File: src/rtl/ttt_pkg.sv
// rtl/ttt_pkg.sv - shared types and constants for the tic-tac-toe move controller
//
// Purpose: FSM state encoding, winner codes, player codes and the eight
//          winning-line masks over the row-major 3x3 board (bit i = cell i).
// Ports:   none (package).
package ttt_pkg;

   typedef enum logic [1:0] {
      S_IDLE  = 2'd0,
      S_CHECK = 2'd1,
      S_EVAL  = 2'd2,
      S_DONE  = 2'd3
   } state_t;

   localparam logic [1:0] W_NONE = 2'b00;
   localparam logic [1:0] W_X    = 2'b01;
   localparam logic [1:0] W_O    = 2'b10;
   localparam logic [1:0] W_DRAW = 2'b11;

   localparam logic PLAYER_X = 1'b0;
   localparam logic PLAYER_O = 1'b1;

   localparam logic [3:0] LAST_CELL = 4'd8;
   localparam logic [3:0] MAX_MOVES = 4'd9;

   // Rows, columns, then the two diagonals.
   localparam logic [8:0] WIN_LINES [8] = '{
      9'h007, 9'h038, 9'h1C0,
      9'h049, 9'h092, 9'h124,
      9'h111, 9'h054
   };

endpackage

File: src/rtl/ttt_line_check.sv
// rtl/ttt_line_check.sv - combinational three-in-a-row detector
//
// Purpose: reports whether any winning line is fully covered by one player's board.
// Ports:   i_board    [8:0] occupancy of a single player, bit i = cell i
//          o_line_hit       high when at least one of WIN_LINES is complete
module ttt_line_check
   import ttt_pkg::*;
(
   input  logic [8:0] i_board,
   output logic       o_line_hit
);

   always_comb begin
      o_line_hit = 1'b0;
      for (int i = 0; i < 8; i++) begin
         if ((i_board & WIN_LINES[i]) == WIN_LINES[i]) begin
            o_line_hit = 1'b1;
         end
      end
   end

endmodule

File: src/rtl/ttt_move_ctrl.sv
// rtl/ttt_move_ctrl.sv - turn/move controller with legality check and win/draw detect
//
// Purpose: latches a requested cell in IDLE, checks it in CHECK (commit or reject),
//          evaluates the mover's lines in EVAL, and parks in DONE once the game ends.
// Ports:   i_clock, i_reset (sync, active-high), i_new_game (sync clear)
//          i_play, i_pos[3:0]            move request, sampled only in IDLE
//          o_move_accept / o_move_reject one-cycle result pulses
//          o_cell_we[8:0]                one-hot strobe of the committed cell
//          o_board_x / o_board_o [8:0]   registered occupancy
//          o_turn                        player to move (0=X, 1=O)
//          o_winner[1:0]                 00 none, 01 X, 10 O, 11 draw
//          o_game_over                   high while in DONE
module ttt_move_ctrl
   import ttt_pkg::*;
#(
   parameter logic FIRST_PLAYER = PLAYER_X
)(
   input  logic       i_clock,
   input  logic       i_reset,
   input  logic       i_new_game,
   input  logic       i_play,
   input  logic [3:0] i_pos,
   output logic       o_move_accept,
   output logic       o_move_reject,
   output logic [8:0] o_cell_we,
   output logic [8:0] o_board_x,
   output logic [8:0] o_board_o,
   output logic       o_turn,
   output logic [1:0] o_winner,
   output logic       o_game_over
);

   state_t     r_state, w_state_nxt;
   logic [3:0] r_pos,     w_pos_nxt;
   logic [8:0] r_board_x, w_board_x_nxt;
   logic [8:0] r_board_o, w_board_o_nxt;
   logic       r_turn,    w_turn_nxt;
   logic [1:0] r_winner,  w_winner_nxt;
   logic [3:0] r_count,   w_count_nxt;
   logic       r_accept,  w_accept_nxt;
   logic       r_reject,  w_reject_nxt;
   logic [8:0] r_cell_we, w_cell_we_nxt;

   logic [8:0] w_pos_onehot;
   logic       w_legal;
   logic       w_line_hit;

   // Out-of-range indices decode to no cell so they can never touch the board.
   always_comb begin
      w_pos_onehot = '0;
      if (r_pos <= LAST_CELL) begin
         w_pos_onehot = 9'b1 << r_pos;
      end
   end

   assign w_legal = (r_pos <= LAST_CELL) && ((w_pos_onehot & (r_board_x | r_board_o)) == '0);

   // In EVAL the board already holds the new move, and r_turn is still the mover.
   ttt_line_check u_line_check (
      .i_board    (r_turn ? r_board_o : r_board_x),
      .o_line_hit (w_line_hit)
   );

   // State register
   always_ff @(posedge i_clock) begin
      if (i_reset) begin
         r_state <= S_IDLE;
      end else begin
         r_state <= w_state_nxt;
      end
   end

   // Next-state logic
   always_comb begin
      w_state_nxt = r_state;
      if (i_new_game) begin
         w_state_nxt = S_IDLE;
      end else begin
         case (r_state)
            S_IDLE:  if (i_play) w_state_nxt = S_CHECK;
            S_CHECK: w_state_nxt = w_legal ? S_EVAL : S_IDLE;
            S_EVAL:  w_state_nxt = (w_line_hit || (r_count == MAX_MOVES)) ? S_DONE : S_IDLE;
            default: w_state_nxt = S_DONE;
         endcase
      end
   end

   // Output/datapath next values; all of these are registered below.
   always_comb begin
      w_pos_nxt     = r_pos;
      w_board_x_nxt = r_board_x;
      w_board_o_nxt = r_board_o;
      w_turn_nxt    = r_turn;
      w_winner_nxt  = r_winner;
      w_count_nxt   = r_count;
      w_accept_nxt  = 1'b0;
      w_reject_nxt  = 1'b0;
      w_cell_we_nxt = '0;
      if (i_new_game) begin
         w_pos_nxt     = '0;
         w_board_x_nxt = '0;
         w_board_o_nxt = '0;
         w_turn_nxt    = FIRST_PLAYER;
         w_winner_nxt  = W_NONE;
         w_count_nxt   = '0;
      end else begin
         case (r_state)
            S_IDLE: begin
               if (i_play) w_pos_nxt = i_pos;
            end
            S_CHECK: begin
               if (w_legal) begin
                  if (r_turn == PLAYER_O) w_board_o_nxt = r_board_o | w_pos_onehot;
                  else                    w_board_x_nxt = r_board_x | w_pos_onehot;
                  w_cell_we_nxt = w_pos_onehot;
                  w_accept_nxt  = 1'b1;
                  w_count_nxt   = r_count + 4'd1;
               end else begin
                  w_reject_nxt  = 1'b1;
               end
            end
            S_EVAL: begin
               // A completed line outranks the full-board draw on move nine.
               if (w_line_hit)                  w_winner_nxt = (r_turn == PLAYER_O) ? W_O : W_X;
               else if (r_count == MAX_MOVES)   w_winner_nxt = W_DRAW;
               else                             w_turn_nxt   = ~r_turn;
            end
            default: begin
               if (i_play) w_reject_nxt = 1'b1;
            end
         endcase
      end
   end

   always_ff @(posedge i_clock) begin
      if (i_reset) begin
         r_pos     <= '0;
         r_board_x <= '0;
         r_board_o <= '0;
         r_turn    <= FIRST_PLAYER;
         r_winner  <= W_NONE;
         r_count   <= '0;
         r_accept  <= 1'b0;
         r_reject  <= 1'b0;
         r_cell_we <= '0;
      end else begin
         r_pos     <= w_pos_nxt;
         r_board_x <= w_board_x_nxt;
         r_board_o <= w_board_o_nxt;
         r_turn    <= w_turn_nxt;
         r_winner  <= w_winner_nxt;
         r_count   <= w_count_nxt;
         r_accept  <= w_accept_nxt;
         r_reject  <= w_reject_nxt;
         r_cell_we <= w_cell_we_nxt;
      end
   end

   assign o_move_accept = r_accept;
   assign o_move_reject = r_reject;
   assign o_cell_we     = r_cell_we;
   assign o_board_x     = r_board_x;
   assign o_board_o     = r_board_o;
   assign o_turn        = r_turn;
   assign o_winner      = r_winner;
   assign o_game_over   = (r_state == S_DONE);

endmodule
File: config.mk
export PLATFORM = sky130hd
export DESIGN_NAME = ttt_move_ctrl
export DESIGN_NICKNAME = d
export VERILOG_FILES = /design/src/rtl/ttt_pkg.sv /design/src/rtl/ttt_line_check.sv /design/src/rtl/ttt_move_ctrl.sv
export SDC_FILE = /design/constraint.sdc
export NUM_CORES = 1
export LEC_CHECK = 0
export BUFFER_PORTS_ARGS = -buffer_cell sky130_fd_sc_hd__buf_4
export CAP_MARGIN = 40
export CORE_MARGIN = 5
export CORE_UTILIZATION = 56
export CTS_CLUSTER_SIZE = 30
export DETAILED_ROUTE_END_ITERATION = 10
export PLACE_DENSITY = 0.9
export SLEW_MARGIN = 20
export SYNTH_ARGS = -nofsm -noshare
export SYNTH_HDL_FRONTEND = slang
export SYNTH_SLANG_ARGS = --single-unit
export TNS_END_PERCENT = 30
File: constraint.sdc
create_clock -name i_clock -period 2.7 [get_ports i_clock]
set_input_delay 0.27 -clock i_clock [delete_from_list [all_inputs] [get_ports i_clock]]
set_output_delay 0.27 -clock i_clock [all_outputs]
set_load 0.02 [all_outputs]
==> Word level (Yosys, flattened, before mapping) <==
Cells that the tools add are included.
{ "word_totals": {"reg_bits": 42, "input_bits": 8, "output_inout_bits": 33, "wordCells": 71} }
{ "classes": {"addsub": 1, "n_lt_le_gt_ge": 1, "n_eq_ne": 13, "n_shift": 1, "muxes": 21, "bitwise": 9, "reduce_logical": 15} }
{ "op_table": {"columns": ["op", "n"], "rows": [
  ["9-bit bitwise OR", 3],
  ["3-bit == test, second input constant", 8],
  ["9-bit 2-to-1 mux", 2],
  ["2-bit 2-to-1 mux", 6],
  ["1-bit 2-to-1 mux", 11],
  ["9-bit bitwise AND", 1],
  ["9-bit logical NOT", 1],
  ["3-bit AND reduction", 3],
  ["1-bit by 4-bit left shift with 9-bit output, first input constant", 1],
  ["2-bit one-hot mux with 3 select lines", 1],
  ["2-bit AND reduction", 3],
  ["1-bit inverter", 5],
  ["4-bit by 1-bit adder with 4-bit output, second input constant", 1],
  ["2-bit == test, second input constant", 2],
  ["4-bit == test, second input constant", 1],
  ["4-bit less-or-equal comparator, second input constant", 1],
  ["2-bit OR reduction", 2],
  ["4-bit OR reduction", 1],
  ["3-bit OR reduction", 1],
  ["2-bit by 1-bit == test with 1-bit output, second input constant", 1],
  ["2-bit logical NOT", 1],
  ["2-bit inequality test, second input constant", 1],
  ["1-bit one-hot mux with 2 select lines", 1],
  ["2-bit nonzero test", 1],
  ["2 further kinds", 2]
]} }

==> Logic depth before layout (Yosys ltp) <==
{ "logic_depth": {"word_depth": 13, "depth_mapped": 7, "ltp_nobuf": 5} }

==> Modules after synthesis <==
Synthesis repeated with hierarchy kept, for this count alone.
{ "hier_totals": {"cells_unflattened": 198, "hier_area_um2": 1889.3} }
{ "modules_own_cells": {"columns": ["mod", "n_inst", "cells_each", "area_each_um2", "seq_area_each_um2"], "rows": [
  ["ttt_move_ctrl", 1, 191, 1834.3, 840.8],
  ["ttt_line_check", 1, 7, 55.1, 0.0]
]} }

==> Worst setup path before layout <==
OpenSTA, ideal clock, no wires.
{ "synth_timing": {"kind": "register to register", "start": "register r_board_o[4], in the netlist o_board_o[4]", "end": "register r_turn, in the netlist o_turn", "setup_time_ps": 71, "t_arrival_ps": 1897, "required_time_ps": 2629, "slack_ps": 732, "path_stages_with_launch": 6, "path_buffers": 0, "period_less_slack_ps": 1968, "path_cell_list": "dfxtp_1 a22oi_2 o32ai_1 or4_4 or4_1 a21oi_1"} }
{ "synth_between": {"elab_chain_cells": 11, "word_cells_on_any_way": 14, "cone_classes": "eq/ne (4); mux (8); bitwise (1); reduce/logical (1)"} }
{ "synth_lines": {"columns": ["element", "line", "rtl"], "rows": [
  ["from (decl)", "ttt_move_ctrl.sv:36", "logic [8:0] r_board_o, w_board_o_nxt;"],
  ["from (signal assigned)", "ttt_move_ctrl.sv:149", "r_board_o <= w_board_o_nxt;"],
  ["9-bit 2-to-1 mux *", "ttt_move_ctrl.sv:60", ".i_board (r_turn ? r_board_o : r_board_x),"],
  ["3-bit == test", "ttt_line_check.sv:16", "if ((i_board & WIN_LINES[i]) == WIN_LINES[i]) begin"],
  ["1-bit 2-to-1 mux (6 in series)", "ttt_line_check.sv:16", null],
  ["1-bit 2-to-1 mux *", "ttt_line_check.sv:16", null],
  ["1-bit inverter (no source line) *", null, null],
  ["3-bit AND reduction (no source line) *", null, null],
  ["to (signal assigned)", "ttt_move_ctrl.sv:150", "r_turn <= w_turn_nxt;"],
  ["to (decl)", "ttt_move_ctrl.sv:37", "logic r_turn, w_turn_nxt;"]
]} }
Mark *: on every way between the ends. The rest lies on a longest branch, timed or not.
A chain may end at the register's enable or synchronous reset.

==> Worst setup path after layout <==
{ "layout_timing": {"start": "register r_turn, in the netlist o_turn", "end": "register r_turn, in the netlist o_turn"} }
{ "layout_between": {"elab_chain_cells": 12, "word_cells_on_any_way": 20, "cone_classes": "eq/ne (8); mux (9); bitwise (2); reduce/logical (1)"} }
{ "layout_lines": {"columns": ["element", "line"], "rows": [
  ["9-bit 2-to-1 mux", "ttt_move_ctrl.sv:60"],
  ["3-bit == test", "ttt_line_check.sv:16"],
  ["1-bit 2-to-1 mux (8 in series)", "ttt_line_check.sv:16"],
  ["1-bit inverter (no source line)", null],
  ["3-bit AND reduction (no source line)", null]
]} }
Parallel ways exist; a longest one is shown, timed or not.

==> results_dict.tcl <==
set metrics [dict create \
    synthTopCellsByCount "42 x dfxtp_1, 23 x nand2_1, 18 x nor2_1, 12 x nor3_1, 10 x o21ai_1" \
    cts_tree "done" \
    cts_max_path_buffers 2 \
    power_mw 0.976 \
    power.density_nw_per_um2 455 \
    required_ps 3000 \
    grtUsageMet3_pct 6.80 \
    hold_viol_final 0 \
    overflow 0 \
    ctsHtreeMaxLevel 2 \
    synth.area.top_cells "dfxtp_1 47%, nand2_1 4.9%, nor2_1 3.8%" \
    hold_path.class "in -> reg" \
    via_per_inst 5.95 \
    clkLatencyLatePin_ps 360 \
    path_class "reg -> reg" \
    die_h_um 66.3 \
    syn2layout_area_growth_pct 21.0 \
    drc 0 \
    max_freq_ghz 0.456 \
    crit_fanout 15 \
    n_antenna_cell 0 \
    dieArea_um2 4390 \
    finalCriticalPeriod_ps 2190 \
    cts_sinks 42 \
    routed_wirelength_um 4400 \
    drv_cap 0 \
    grt_max_degree 17 \
    dp.cells 276 \
    r2r_slack_ps 510 \
    core_area_um2 3050 \
    holdWs_ps 167 \
    arrival_ps 2490 \
    grt_pass1_vias 1548 \
    vias 1691 \
    yosys.area.top_type_share_pct 47.4 \
    yosysUniqueCellTypes 42 \
    setup_viol 0 \
    vdd_ir_drop_max_uv 314 \
    synth_edf_count 0 \
    routedWlPerCell_um 15.5 \
    outcome "finished clean" \
    synthCells 202 \
    ys_seq_area_share_pct 47.4 \
    hpwl_um 3190 \
    async_flop_share_pct 0 \
    gp_congestion 0.926 \
    port_buffers 40 \
    maxSlewViolCount 0 \
    start_util_pct 58.1 \
    p_leak_nw 0.805 \
    cts_resized 0 \
    use_met2_pct 34.6 \
    synth.most_common_cell "dfxtp_1" \
    ys_ff_latch 42 \
    worstMarginPinSlew_ps 652 \
    grt_pass1_wl_um 7230 \
    post-route-util_pct 70.2 \
    use_met1_pct 27.4 \
    cts-root-buf "clkbuf_4" \
    ios 41 \
    finClkSkew_ps 14.0 \
    dr.first_iter.drc_count 174 \
    antenna_found_initial 0 \
    yosys_warnings 0 \
    grtUsageTotal_pct 21.7 \
    synthesis.area_um2 1770 \
    cts.clk_slew.worst_paths_ps 120 \
    fp-row-count 20 \
    final_cell_count_no_fill 284 \
    post_cts_buffers 0 \
    cp-end-kind "flip-flop" \
    die_w_um 66.3 \
    ant_nets 0 \
    rsz0062_at_grt "no" \
    crit_path_start_kind "flip-flop" \
    synth_flop_cell "dfxtp_1" \
    max_slew_margin_pct 56.2 \
    synthesis.nets 212 \
    busiest_layer "met2" \
    ctsHoldBuffers 0 \
    syn_avg_cell_area_um2 8.78 \
    cts_buffers 5 \
    setup_tns_ps 0 \
    synth.largest_area_cell "dfxtp_1" \
    post-route-period-util_pct 81.2 \
    nets 250 \
    drt-pass1-iter-count 5 \
    drive_above_1_share_pct 22.9 \
]
final cells by class:
type                       count  area (um^2)
timing repair buffer          43          320
fill                         248          908
inverter                       9         33.8
tap                           44         55.1
clock buffer                   7         45.0
sequential                    42          841
multi-input combinational    139          850
path summary, 6_finish.rpt:
| kind | startpoint | to | depth (start not counted) |
|---|---|---|---|
| max | o_turn$_SDFFE_PP0P_ | o_turn$_SDFFE_PP0P_ | 4 |
| min | i_pos[2] | r_pos[2]$_SDFFE_PP0P_ | 3 |
| max reg2reg | o_turn$_SDFFE_PP0P_ | o_turn$_SDFFE_PP0P_ | 4 |
| min reg2reg | o_winner[1]$_SDFFE_PP0P_ | o_winner[1]$_SDFFE_PP0P_ | 2 |
worst max-delay path, stage by stage, from the launching register on:
cell,delay (ps)
dfxtp_1,670
o32ai_1,210
or4_4,580
or4_1,510
a21oi_1,150
cells by family (layout without fill, tap and decap cells):
group	Yosys count	count (layout)	synth area share [%]
AO/OA/AOI/OAI	51	51	19.1
adder cells (fa/ha/maj)	2	2	1.41
buffers and inverters	21	59	4.66
flip-flops	42	42	47.4
multiplexers	5	5	2.82
AND/OR/NAND/NOR	81	81	24.6
registers in the layout, indices dropped and copies added, names as in the netlist:
signal,cells
r_count,4
r_state,2
o_board_o,9
o_turn,1
o_move_reject,1
o_move_accept,1
o_board_x,9
o_winner,2
o_cell_we,9
r_pos,4
through the flow:
step / cell area, um^2 / worst slack (ps)
CTS: 2140 / 550
global route: 2140 / 365
detailed placement: 2090 / 594
global placement: 2090 / 589
floorplan: 1770 / 732
finish: 2140 / 508
placed cells by master, fill, tap and decap left out, types with 2 or more instances in the layout:
cell	synthesis	final
or3_1	2	2
or4bb_1	2	2
o31ai_1	3	3
buf_4	0	42
or4_1	2	2
nor4_1	2	2
o21ai_0	4	4
nor3_1	12	12
a21oi_1	8	8
or4b_1	3	3
clkbuf_1	8	2
clkbuf_4	0	5
dfxtp_1	42	42
ha_1	2	2
o21ai_1	10	10
inv_1	9	9
a31o_1	2	2
a22oi_1	7	7
and3_1	3	3
nand2_1	23	23
nor2_1	18	18
mux2i_1	5	5
nand2b_1	2	2
o32ai_1	4	4
o22ai_1	7	7
nand3_1	2	2
routing by layer:
| layer | part of all wire, % | vias up |
|---|---|---|
| li1 | - | 810 |
| met1 | 44 | 780 |
| met2 | 46 | 88 |
| met3 | 8.5 | 13 |
| met4 | 1.6 | 0 |
| met5 | 0 | - |
where the power goes:
group          switching [mW]  internal [mW]
Combinational          0.0335         0.0240
Clock                   0.188         0.0983
Sequential            0.00820          0.624
Note: power is estimated with default switching activity, not from simulation.
